File: src/rtl/cordic_pkg.sv
// cordic_pkg: shared state/mode types and index-width helper for the CORDIC iteration controller.
package cordic_pkg;
    typedef enum logic [2:0] {IDLE, LOAD, ITER, SCALE, DONE} cordic_state_t;
    typedef enum logic {ROTATION, VECTORING} cordic_mode_t;
    localparam int CORDIC_N_ITER = 8;
    function automatic int cordic_idx_w(input int n);
        return (n > 2) ? $clog2(n) : 1;
    endfunction
    localparam int CORDIC_IDX_W = cordic_idx_w(CORDIC_N_ITER);
endpackage

File: src/rtl/cordic_skip_mon.sv
// cordic_skip_mon: counts no-rotate cycles, saturating at MAX_SKIP+1, with a sticky error flag.
module cordic_skip_mon #(
    parameter int MAX_SKIP = 3
) (
    input  logic clk,
    input  logic rst_n,
    input  logic clr,
    input  logic inc,
    output logic err
);
    localparam int CW = $clog2(MAX_SKIP + 2);
    localparam logic [CW-1:0] SAT = CW'(MAX_SKIP + 1);
    logic [CW-1:0] cnt_q, cnt_d;
    logic err_q, err_d;
    always_comb begin
        cnt_d = clr ? '0 : (inc && cnt_q != SAT) ? cnt_q + 1'b1 : cnt_q;
        err_d = clr ? 1'b0 : (err_q | (cnt_d == SAT));
    end
    always_ff @(posedge clk) begin
        if (!rst_n) begin
            cnt_q <= '0;
            err_q <= 1'b0;
        end else begin
            cnt_q <= cnt_d;
            err_q <= err_d;
        end
    end
    assign err = err_q;
endmodule

File: src/rtl/cordic_iter_ctrl.sv
// cordic_iter_ctrl: sequences load, N_ITER micro-rotations and completion for the CORDIC datapath.
// Define CORDIC_ITER_CTRL_SCALE_EN to add a one-cycle gain-compensation SCALE state and scale_en output.
module cordic_iter_ctrl
    import cordic_pkg::*;
#(
    parameter int N_ITER   = 8,
    parameter int MAX_SKIP = 3
) (
    input  logic                      clk,
    input  logic                      rst_n,
    input  logic                      start,
    input  logic                      abort,
    input  logic                      mode,
    input  logic                      d,
    input  logic                      dn,
    output logic                      ld_operands,
    output logic                      rot_en,
    output logic                      rot_dir,
    output logic [$clog2(N_ITER)-1:0] shift_amt,
    output logic                      mode_q,
    output logic                      busy,
    output logic                      done,
    output logic [N_ITER-1:0]         dir_hist,
    output logic                      err_skip
`ifdef CORDIC_ITER_CTRL_SCALE_EN
    ,
    output logic                      scale_en
`endif
);
    localparam int IW = cordic_idx_w(N_ITER);
    localparam logic [IW-1:0] LAST = IW'(N_ITER - 1);
`ifdef CORDIC_ITER_CTRL_SCALE_EN
    localparam cordic_state_t POST_ITER = SCALE;
`else
    localparam cordic_state_t POST_ITER = DONE;
`endif
    cordic_state_t state_q, state_d;
    cordic_mode_t mode_d;
    logic [IW-1:0] idx_q, idx_d;
    logic [N_ITER-1:0] hist_q, hist_d;
    logic ld_q, ld_d, busy_q, busy_d, done_q, done_d;
    logic in_iter;
`ifdef CORDIC_ITER_CTRL_SCALE_EN
    logic scale_q, scale_d;
`endif
    assign in_iter = state_q == ITER;
    // abort overrides every transition; reset is handled ahead of it in the register block
    always_comb begin
        state_d = state_q;
        case (state_q)
            IDLE:    state_d = start ? LOAD : IDLE;
            LOAD:    state_d = ITER;
            ITER:    state_d = (idx_q == LAST) ? POST_ITER : ITER;
            SCALE:   state_d = DONE;
            default: state_d = IDLE;
        endcase
        if (abort) state_d = IDLE;
        idx_d  = in_iter ? idx_q + 1'b1 : '0;
        hist_d = hist_q;
        if (state_q == LOAD) hist_d = '0;
        else if (in_iter && !abort) hist_d[idx_q] = d & ~dn;
        mode_d = (state_q == IDLE && start && !abort) ? cordic_mode_t'(mode) : cordic_mode_t'(mode_q);
        ld_d   = state_d == LOAD;
        busy_d = state_d != IDLE;
        done_d = state_d == DONE;
`ifdef CORDIC_ITER_CTRL_SCALE_EN
        scale_d = state_d == SCALE;
`endif
    end
    always_ff @(posedge clk) begin
        if (!rst_n) begin
            state_q <= IDLE;
            idx_q   <= '0;
            hist_q  <= '0;
            mode_q  <= 1'b0;
            ld_q    <= 1'b0;
            busy_q  <= 1'b0;
            done_q  <= 1'b0;
`ifdef CORDIC_ITER_CTRL_SCALE_EN
            scale_q <= 1'b0;
`endif
        end else begin
            state_q <= state_d;
            idx_q   <= idx_d;
            hist_q  <= hist_d;
            mode_q  <= mode_d;
            ld_q    <= ld_d;
            busy_q  <= busy_d;
            done_q  <= done_d;
`ifdef CORDIC_ITER_CTRL_SCALE_EN
            scale_q <= scale_d;
`endif
        end
    end
    cordic_skip_mon #(.MAX_SKIP(MAX_SKIP)) u_skip_mon (
        .clk  (clk),
        .rst_n(rst_n),
        .clr  (state_q == LOAD),
        .inc  (in_iter & dn & ~abort),
        .err  (err_skip)
    );
    assign ld_operands = ld_q;
    assign busy        = busy_q;
    assign done        = done_q;
    assign dir_hist    = hist_q;
    assign rot_en      = in_iter & ~dn;
    assign rot_dir     = in_iter & d & ~dn;
    assign shift_amt   = in_iter ? idx_q : '0;
`ifdef CORDIC_ITER_CTRL_SCALE_EN
    assign scale_en    = scale_q;
`endif
endmodule

File: config.mk
export PLATFORM = sky130hd
export DESIGN_NAME = cordic_iter_ctrl
export DESIGN_NICKNAME = d
export VERILOG_FILES = /design/src/rtl/cordic_pkg.sv /design/src/rtl/cordic_skip_mon.sv /design/src/rtl/cordic_iter_ctrl.sv
export SDC_FILE = /design/constraint.sdc
export NUM_CORES = 1
export LEC_CHECK = 0
export ABC_AREA = 0
export BUFFER_PORTS_ARGS = -buffer_cell sky130_fd_sc_hd__buf_2
export CAP_MARGIN = 20
export CORE_MARGIN = 3
export CORE_UTILIZATION = 51
export DETAILED_ROUTE_END_ITERATION = 7
export GPL_TIMING_DRIVEN = 0
export HOLD_SLACK_MARGIN = 0.08
export PLACE_DENSITY_LB_ADDON = 0.08
export SETUP_SLACK_MARGIN = 0.5
export SLEW_MARGIN = 10
export SYNTH_ARGS = -nofsm -noshare
export SYNTH_HDL_FRONTEND = slang
export SYNTH_SLANG_ARGS = --single-unit
File: constraint.sdc
create_clock -name clk -period 2.3 [get_ports clk]
set_clock_uncertainty 0.15 [all_clocks]
set_input_delay 0.115 -clock clk [delete_from_list [all_inputs] [get_ports clk]]
set_output_delay 0.115 -clock clk [all_outputs]
set_load 0.01 [all_outputs]
==> results of run 1 <==
[worst min path at each step]
stage,from,slack (ns),cells past startpoint,end
final,abort,0.13,4,u_skip_mon.cnt_q[2]
after global routing,abort,0.14,4,u_skip_mon.cnt_q[2]
after CTS,abort,0.12,5,dir_hist[4]
after detailed placement,mode,0.21,3,mode_q
after global placement,mode,0.20,3,mode_q
after floorplan,mode,0.11,2,mode_q
[kinds of logic (layout without fill, tap and decap cells)]
| group | count (synthesis) | count (layout) | synth area share |
|---|---|---|---|
| compound gates | 5 | 5 | 0.0320 |
| xor+xnor | 1 | 1 | 0.00861 |
| fa+ha+maj | 4 | 4 | 0.0492 |
| buf+inv | 10 | 45 | 0.0406 |
| flops | 22 | 22 | 0.433 |
| mux | 11 | 11 | 0.109 |
| simple gates | 52 | 52 | 0.327 |
[power breakdown]
part           internal (uW)  switching [uW]
registers                385            3.00
logic                   20.7            25.5
clock network            176             127
[cell usage after synthesis]
| cell type | instances | area share |
|---|---|---|
| nor4_2 | 1 | 0.012 |
| nor4b_4 | 3 | 0.070 |
| nand2_1 | 5 | 0.018 |
| nor2_1 | 19 | 0.070 |
| nand3_1 | 3 | 0.015 |
| nor2b_1 | 1 | 0.0062 |
| o21ai_0 | 1 | 0.0049 |
| dfxtp_1 | 22 | 0.43 |
| and2_1 | 1 | 0.0062 |
| mux2i_1 | 10 | 0.098 |
| nor3b_1 | 2 | 0.015 |
| a211oi_1 | 1 | 0.0074 |
| and3_1 | 6 | 0.037 |
| inv_1 | 4 | 0.015 |
| or3_2 | 1 | 0.0074 |
| buf_2 | 3 | 0.015 |
| nand4_1 | 1 | 0.0062 |
| clkbuf_1 | 3 | 0.011 |
| nand2b_1 | 1 | 0.0062 |
| ha_1 | 4 | 0.049 |
| a21oi_1 | 1 | 0.0049 |
| or3_1 | 1 | 0.0062 |
| nor3_1 | 3 | 0.015 |
| xnor2_1 | 1 | 0.0086 |
| nor2_2 | 1 | 0.0062 |
| or4b_4 | 1 | 0.014 |
| nand4b_1 | 2 | 0.017 |
| o2bb2ai_1 | 1 | 0.0086 |
| mux2_2 | 1 | 0.011 |
| a31oi_1 | 1 | 0.0062 |
[area by class of cell]
| class | instances | area (sq um) |
|---|---|---|
| clock inverters | 1 | 30.0 |
| inverters | 4 | 15.0 |
| repair buffers | 31 | 185 |
| flip-flops and latches | 22 | 444 |
| well taps | 25 | 31.3 |
| clock buffers | 3 | 22.5 |
| fillers | 166 | 503 |
| multi-input cells | 73 | 543 |
| plain buffers | 6 | 27.5 |
[routing by layer]
| layer | global-route usage | wire length [um] |
|---|---|---|
| met1 | 0.222 | 946 |
| met2 | 0.341 | 1050 |
| met3 | 0.0415 | 99 |
| met4 | 0.0942 | 44 |
| met5 | 0 | 0 |
[flip-flops by register name, summed over array words and instances, names as in the netlist, 3 cells and up]
name              flops
idx_q                 3
state_q               3
u_skip_mon.cnt_q      3
dir_hist              8
[per-stage QoR]
step | util | std cells | power (uW) | worst slack [ns]
after floorplan | - | 105 | 419 | 0.555
after global placement | 0.649 | 154 | 434 | 0.485
after detailed placement | 0.649 | 154 | 436 | 0.463
after CTS | 0.708 | 163 | 742 | 0.517
after global routing | 0.721 | 165 | 761 | 0.436
final | 0.721 | 165 | 737 | 0.523
[critical path: cells and delay by family, from the launching register on]
family | cells | cell delay, ns
and+or+nand+nor | 3 | 0.88
DFF | 1 | 0.39
muxes | 1 | 0.24
[repair_timing]
| action | in CTS | in global routing |
|---|---|---|
| resized for setup | 2 | 4 |
| endpoints found under the hold margin | 11 | 0 |
| setup buffers | 0 | 2 |
| endpoints found under the setup margin | 3 | 9 |
| pin swaps | 2 | 1 |
| hold buffers | 5 | 0 |
| cloned | 0 | 0 |
==> metrics.md, run 1 <==
| Metric | Value |
|---|---|
| Synth warn | `0` |
| Avg Inst Size Synth | `just under 10 sq um` |
| Io pins | `25` |
| CTS tree | `yes` |
| VDD IR max | `0.352 mV` |
| Antenna-violating nets left | `0` |
| CTS sink count | `22` |
| Max Slew Vio Count | `0` |
| Synthesized flop and latch total | `22` |
| GPL Wtd Cong | `between 0.7 and 0.8` |
| Worst-Skew Late Latency | `approximately 0.32 ns` |
| Initial antenna violation count | `0` |
| Worst path max stage delay | `0.60 ns` |
| Final setup TNS | `0 ns` |
| Largest net degree at the start of global routing | `14` |
| Setup violators final | `0` |
| Final Hold Fails | `0` |
| Final nets | `roughly 150` |
| Worst-path cell chain | `or4b_4 -> nor4b_4 -> mux2i_1 -> nor2_2` |
| Crit start category | `register` |
| Vias in the first global route | `830` |
| Drt via density | `about 5.2` |
| RSZ-0062 raised after global routing | `true` |
| GRT Total Usage | `0.195` |
| Crit-path slowest cell | `or4b_4` |
| Cell Area, Placed | `0.00117 sq mm` |
| CP endpoint | `dir_hist[1]` |
| Vias | `859` |
| DRT Wirelength | `2150 um` |
| Hold Path Class | `input pin to register` |
| H-tree levels | `1` |
| FF-to-FF setup slack | `0.52 ns` |
| Final Cell Area | `0.00130 sq mm` |
| DRT iter0 DRCs | `9` |
| Critical Path Source | `state_q[0]` |
| P&R area growth vs syn | `27.7%` |
| Leading cell type in the layout, fill and taps excluded | `buf_2` |
| Number of port buffers | `24` |
| Crit Path Class | `register to register` |
| Total congestion overflow | `0` |
| Synth unique cells | `30` |
| Max-slew headroom | `0.677` |
| Status | `completed` |
| CP required | `roughly 2.4 ns` |
| CP Capture Type | `register` |
| Final Critical Period | `1.78 ns` |
| Die width | `50.7 um` |
| Reg2Reg Depth | `4` |
| TritonCTS Buffers | `3` |
| Leakage | `~0.0006 uW` |
| Seq/Total Area, Yosys | `0.433` |
| Die area | `approximately 0.0026 sq mm` |
| N_diodes | `0` |
| Reg clk slew, reported paths | `0.13 ns` |
| Core Footprint | `approximately 0.0018 sq mm` |
| TritonRoute pass-1 iters | `4` |
| Post-Syn Instances | `105` |
| Root Driver | `clkbuf_4` |
| R2R Path End | `dir_hist[1]` |
| Clock Path Buffers | `2` |
| Reg-to-reg startpoint | `state_q[0]` |
| Maxcap violations | `0` |
| CP max FO | `5` |
| Layout cells sized above 1 | `0.321` |
| Syn Std Cell Area | `0.00102 sq mm` |
| Row count | `15` |
| Mapped Nets | `between 100 and 150` |
| Worst hold margin | `0.130 ns` |
| Initial Util | `0.565` |
| DRC | `0` |
| WL/cell | `13.0 um` |
| Final HPWL DP | `1470 um` |
| Fmax | `563 MHz` |
| First-pass GRT wire length | `3720 um` |
| Worst-Margin Slew | `0.485 ns` |
| Commonest cells after routing, fill and taps aside | `27 x buf_2, 21 x dfxtp_1, 18 x nor2_1` |
| Power density cells | `roughly 570 mW/mm^2` |
| Arr. time, crit path | `1.84 ns` |
| Final period util | `0.773` |
| Die Height | `50.7 um` |
Note: power is estimated with default switching activity, not from simulation.
==> run 2: changes to the inputs <==
Clock period 2.3 ns to 1.7 ns, I/O delays scaled along.
==> run 2 against run 1 <==
Compared with the run above:
- total power rose by 12%
- the run now ends with hold timing, setup timing left
- worst hold slack got worse by 0.19 ns
- sequential share of layout area decreased by 2.1 points
- clock-buffer cell count unchanged
- clock power fell by 24%
- critical path depth is the same
- sequential power grew 34%
==> metrics.md, run 2 (synthesis gave the netlist of run 1 again) <==
| Metric | Value |
|---|---|
| Layout Cells excl Fill | `166 (+0.61%)` |
| GRT Total Usage | `0.177 (-0.0174)` |
| Drt via density | `5.13 (-1.4%)` |
| Worst setup margin | `-0.0170 ns (-0.540 ns)` |
| Fillers | `129 (-22%)` |
| Failing checks | `hold timing, setup timing` |
| Cell Area, Placed | `0.00119 sq mm (+1.6%)` |
| H-tree levels | `1 (unchanged)` |
| Clock Path Buffers | `2 (unchanged)` |
| Max reg flops | `8 (unchanged)` |
| Core Footprint | `0.00180 sq mm (unchanged)` |
| CP Capture Type | `register` |
| Final period util | `1.01 (+0.237)` |
| Setup violators final | `2 (+2)` |
| Cells on Worst Hold Path | `3 (-1)` |
| Worst path max stage delay | `0.56 ns (-0.04 ns)` |
| Total congestion overflow | `0 (unchanged)` |
| Final Critical Period | `1.72 ns (-0.0603 ns)` |
| Worst-Margin Slew | `0.297 ns (-0.188 ns)` |
| Cells after DPL | `154 (unchanged)` |
| First-pass GRT wire length | `3440 um (-7.4%)` |
| Number of port buffers | `24 (unchanged)` |
| Leading cell type in the layout, fill and taps excluded | `buf_2` |
| R2R Path End | `dir_hist[2]` |
| Vias | `852 (-0.81%)` |
| Leakage | `0.000662 uW (+9.0%)` |
| DRC | `0 (unchanged)` |
| Critical Path Source | `state_q[2]` |
| Worst hold margin | `-0.0606 ns (-0.191 ns)` |
| Die width | `50.7 um (unchanged)` |
| Die area | `0.00257 sq mm (unchanged)` |
| P&R area growth vs syn | `38.4%` |
| Max Slew Vio Count | `0 (unchanged)` |
| Vias in the first global route | `796 (-4.1%)` |
| GPL Wtd Cong | `0.765 (-4.0%)` |
| TritonRoute pass-1 iters | `4 (unchanged)` |
| Initial antenna violation count | `0 (unchanged)` |
| Crit start category | `register` |
| Hold Path Class | `input pin to register` |
| Final nets | `154 (+1.3%)` |
| Final HPWL DP | `1410 um (-4.6%)` |
| Initial Util | `0.565 (unchanged)` |
| Final Hold Fails | `2 (+2)` |
| DRT Wirelength | `2120 um (-1.3%)` |
| CP max FO | `5 (unchanged)` |
| Maxcap violations | `0 (unchanged)` |
| FF-to-FF setup slack | `-0.02 ns (-0.54 ns)` |
| Final Cell Area | `0.00141 sq mm (+8.4%)` |
| Reg clk slew, reported paths | `0.11 ns (-0.02 ns)` |
| Status | `complete, but fails checks` |
| CTS tree | `yes` |
| Reg-to-reg startpoint | `state_q[2]` |
| Layout cells sized above 1 | `0.468 (+0.147)` |
| Die Height | `50.7 um (unchanged)` |
| Worst-Skew Late Latency | `0.30 ns (-0.02 ns)` |
| Antenna-violating nets left | `0 (unchanged)` |
| Power density cells | `586 mW/mm^2 (+3.2%)` |
| Commonest cells after routing, fill and taps aside | `27 x buf_2, 17 x nor2_1, 17 x dfxtp_1` |
| Arr. time, crit path | `1.77 ns (-0.07 ns)` |
| Row count | `15 (unchanged)` |
| Crit-path slowest cell | `or4b_4` |
| Largest net degree at the start of global routing | `12 (-2)` |
| CTS sink count | `22 (unchanged)` |
| Worst-path cell chain | `or4b_4 -> nor4b_4 -> mux2i_1 -> nor2_1` |
| Pwr Total | `825 uW (+12%)` |
| CP required | `1.75 ns (-0.61 ns)` |
| Fmax | `582 MHz (+3.5%)` |
| Reg2Reg Depth | `4 (unchanged)` |
| VDD IR max | `0.572 mV (+63%)` |
| Max-slew headroom | `0.801 (+0.124)` |
| Final setup TNS | `-0.0182 ns (-0.0182 ns)` |
| DRT iter0 DRCs | `8 (-1)` |
| WHS Endpoint | `state_q[0]` |
| TritonCTS Buffers | `3 (unchanged)` |
| Io pins | `25 (unchanged)` |
| Crit Path Class | `register to register` |
| RSZ-0062 raised after global routing | `true` |
| Hold Startpoint | `start` |
| Root Driver | `clkbuf_4` |
| N_diodes | `0 (unchanged)` |
| WL/cell | `12.8 um (-1.9%)` |
[run 2: changes by cell type in the layout (fill, tap and decap cells not counted), sizes merged]
cell / previous run / this run
buf: 29 / 34
dlygate4sd3: 5 / 3
clkbuf: 6 / 5
bufinv: 1 / 0
[run 2: per-layer routing]
metal,part of all wire,GRT usage
met5,0,0
met4,0.016,0.0807
met3,0.045,0.0386
met2,0.46,0.298
met1,0.48,0.215
[run 2: power breakdown]
group / switching (uW) / internal [uW] / total [uW]
Sequential: 2.83 / 519 / 521
Combinational: 41.2 / 32.5 / 73.7
Clock: 147 / 82.7 / 230
Total: 191 / 634 / 825
[run 2: critical path: cells and delay by family, from the launching register on]
kind | cells | cell delay (ns)
simple gates | 3 | 0.87
flops | 1 | 0.38
mux | 1 | 0.22
[run 2: how the worst max path moves through the flow]
stage / to / slack, ns / depth (start not counted)
final: dir_hist[2] / -0.02 / 4
after global routing: dir_hist[5] / -0.06 / 6
after CTS: dir_hist[2] / -0.03 / 4
after detailed placement: dir_hist[2] / -0.02 / 4
after global placement: dir_hist[1] / -0.01 / 4
after floorplan: dir_hist[1] / 0.04 / 4
[run 2: area by class of cell]
| class | instances | area [sq um] | area share |
|---|---|---|---|
| clock buffers | 3 | 22.5 | 0.0160 |
| flip-flops and latches | 22 | 452 | 0.321 |
| well taps | 25 | 31.3 | 0.0222 |
| repair buffers | 33 | 210 | 0.149 |
| plain buffers | 6 | 32.5 | 0.0231 |
| multi-input cells | 73 | 644 | 0.458 |
| inverters | 4 | 15.0 | 0.0107 |
[run 2: repair_timing]
item,in CTS,in global routing
endpoints found under the hold margin,11,11
setup buffers,4,2
gates cloned,0,0
gates resized for setup,22,10
hold buffers,3,1
pin swaps,7,5
setup endpoints to repair,26,27
[run 2: stage by stage]
stage | util | hold WS [ns] | worst slack [ns]
after floorplan | - | 0.0675 | 0.0396
after global placement | 0.659 | 0.170 | -0.0139
after global routing | 0.781 | -0.0576 | -0.0627
after detailed placement | 0.659 | 0.184 | -0.0228
final | 0.781 | -0.0606 | -0.0170
after CTS | 0.751 | -0.0685 | -0.0255
==> run 3: changes to the inputs <==
Settings changed: CORE_UTILIZATION 51 to 46, HOLD_SLACK_MARGIN 0.08 to 0.1.
Clock period 1.7 ns to 1.5 ns, I/O delays scaled along.
==> run 3 against run 2 <==
Compared with the run above:
- the run still ends with hold timing, setup timing left
- worst setup slack worse by 0.20 ns
- register-to-register slack worse by 0.20 ns
- largest power group unchanged
- total power grew 25%
- first-iteration DRC count is the same
- highest routed layer unchanged
- largest cell class unchanged
- final cell count increased by 6.6%
- critical path type unchanged
- clock power is 44% higher
- clock-buffer cell count increased by 1
- combinational power up 47%
- sequential power is 14% higher
- via count increased by 6.3%
==> metrics.md, run 3 (synthesis gave the netlist of run 1 again) <==
| Metric | Value |
|---|---|
| Fmax | `584 MHz (+0.20%)` |
| Power density cells | `643 mW/mm^2 (+9.8%)` |
| Crit start category | `register` |
| Row count | `16 (+1)` |
| N_diodes | `0 (unchanged)` |
| Die Height | `53.0 um (+4.7%)` |
| Layout cells sized above 1 | `0.600 (+0.132)` |
| Vias in the first global route | `851 (+6.9%)` |
| Fillers | `131 (+1.6%)` |
| Worst setup margin | `-0.214 ns (-0.197 ns)` |
| Core Footprint | `0.00202 sq mm (+12%)` |
| Total congestion overflow | `0 (unchanged)` |
| CP required | `1.56 ns (-0.19 ns)` |
| Cell family with the largest share of critical-path delay | `simple AND/OR/NAND/NOR gates` |
| Max-slew headroom | `0.815 (+0.0141)` |
| Worst-Skew Late Latency | `0.31 ns (about the same)` |
| Internal | `789 uW (+25%)` |
| Met1 WL | `1120 um (+10%)` |
| TritonRoute pass-1 iters | `4 (unchanged)` |
| Pwr Total | `1030 uW (+25%)` |
| TritonCTS Buffers | `3 (unchanged)` |
| H-tree levels | `1 (unchanged)` |
| Commonest cells after routing, fill and taps aside | `17 x buf_6, 16 x buf_2, 16 x nor2_1` |
| Antenna-violating nets left | `0 (unchanged)` |
| Arr. time, crit path | `1.77 ns (about the same)` |
| Leading cell type in the layout, fill and taps excluded | `buf_6` |
| Final nets | `162 (+5.2%)` |
| Sw power | `242 uW (+27%)` |
| Worst hold margin | `-0.116 ns (-0.0553 ns)` |
| Final Hold Fails | `6 (+4)` |
| Setup violators final | `19 (+17)` |
| Combinational Power Share | `0.105 (+0.016)` |
| Reg clk slew, reported paths | `0.12 ns (about the same)` |
| Final setup TNS | `-2.53 ns (-2.51 ns)` |
| Die width | `53.0 um (+4.7%)` |
| Failing checks | `hold timing, setup timing` |
| VDD IR max | `0.468 mV (-18%)` |
| CP max FO | `5 (unchanged)` |
| Multi-input logic area | `662 sq um (+2.7%)` |
| Metal3 WL | `124 um (+29%)` |
| Worst-Margin Slew | `0.276 ns (-0.0211 ns)` |
| Largest net degree at the start of global routing | `13 (+1)` |
| Uppermost layer routed | `met4` |
| RSZ-0062 raised after global routing | `true` |
| CTS tree | `yes` |
| Clock Path Buffers | `2 (unchanged)` |
| Vias | `906 (+6.3%)` |
| Die area | `0.00281 sq mm (+9.6%)` |
| Worst path max stage delay | `0.58 ns (+0.02 ns)` |
| Final core occ | `0.793 (+0.0114)` |
| Share of power burned in registers | `0.574 (-0.058)` |
| WL met2 | `1320 um (+35%)` |
| CTS sink count | `22 (unchanged)` |
| Hold Path Class | `input pin to register` |
| CP Capture Type | `register` |
| Cells after DPL | `156 (+1.3%)` |
| WL/cell | `14.7 um (+16%)` |
| Maxcap violations | `0 (unchanged)` |
| Status | `complete, but fails checks` |
| Leakage | `0.000691 uW (+4.4%)` |
| Final Critical Period | `1.71 ns (-0.00335 ns)` |
| Io pins | `25 (unchanged)` |
| Switching Fraction | `0.235 (+0.00324)` |
| Drt via density | `5.12 (-0.27%)` |
| Part of the power in the clock network | `0.321 (+0.043)` |
| Worst-path cell chain | `or4b_4 -> nor3_1 -> mux2i_1 -> nor2_1` |
| Number of port buffers | `24 (unchanged)` |
| Final HPWL DP | `1430 um (+1.9%)` |
| Max reg flops | `8 (unchanged)` |
| P&R area growth vs syn | `57.6%` |
| Max Slew Vio Count | `0 (unchanged)` |
| Crit-path slowest cell | `or4b_4` |
| First-pass GRT wire length | `3650 um (+6.0%)` |
| Initial Util | `0.503 (-0.0615)` |
| Root Driver | `clkbuf_4` |
| DRT Wirelength | `2610 um (+23%)` |
| Crit Path Class | `register to register` |
| GPL Wtd Cong | `0.756 (-1.2%)` |
| GRT Total Usage | `0.178 (+0.000292)` |
| Sequential cell area | `462 sq um (+2.2%)` |
| Final period util | `1.14 (+0.132)` |
| Buf/Inv on CP | `0 (unchanged)` |
| DRC | `0 (unchanged)` |
| DRT iter0 DRCs | `8 (unchanged)` |
| Initial antenna violation count | `0 (unchanged)` |
| FF-to-FF setup slack | `-0.21 ns (-0.20 ns)` |
| Layout Cells excl Fill | `177 (+6.6%)` |
-- run 3: worst paths after layout --
check                 startpoint              to  depth (start not counted)
setup / recovery      state_q[0]     dir_hist[3]                          4
hold / removal             start      state_q[0]                          3
setup reg to reg      state_q[0]     dir_hist[3]                          4
hold reg to reg   u_skip_mon.err  u_skip_mon.err                          2
-- run 3: what timing repair did --
item,in CTS,in global routing
resized for setup,46,11
endpoints found under the setup margin,37,38
setup buffers,6,9
hold buffers,2,1
pin swaps,18,17
hold endpoints to repair,12,12
-- run 3: power by group through the flow --
stage	Combinational (uW)	Clock (uW)	Sequential (uW)
floorplan	34.8	0	610
global placement	60.8	0	608
detailed placement	61.4	0	608
CTS	86.9	335	591
global route	116	352	593
finish	108	331	592
-- run 3: area by class of cell --
class / instances / share of cell area
flip-flops and latches: 22 / 0.288
multi-input cells: 73 / 0.413
inverters: 4 / 0.00937
well taps: 27 / 0.0211
clock buffers: 4 / 0.0226
repair buffers: 41 / 0.221
plain buffers: 6 / 0.0250
-- run 3: stage by stage --
stage	setup slack, ns	instance area [sq um]
2_1_floorplan	-0.160	1040
3_3_place_gp	-0.219	1190
3_5_place_dp	-0.226	1190
4_1_cts	-0.220	1470
5_1_grt	-0.302	1600
6_report	-0.214	1600
-- run 3: tightest hold or removal path: stages --
cell and delay [ns]:
buf_2 0.11, nand3_4 0.09, nor2_1 0.04
-- run 3: metal layers --
layer,vias up,GRT usage
met3,7,0.0423
met1,422,0.221
li1,451,-
met4,0,0.0979
met2,26,0.279
met5,-,0
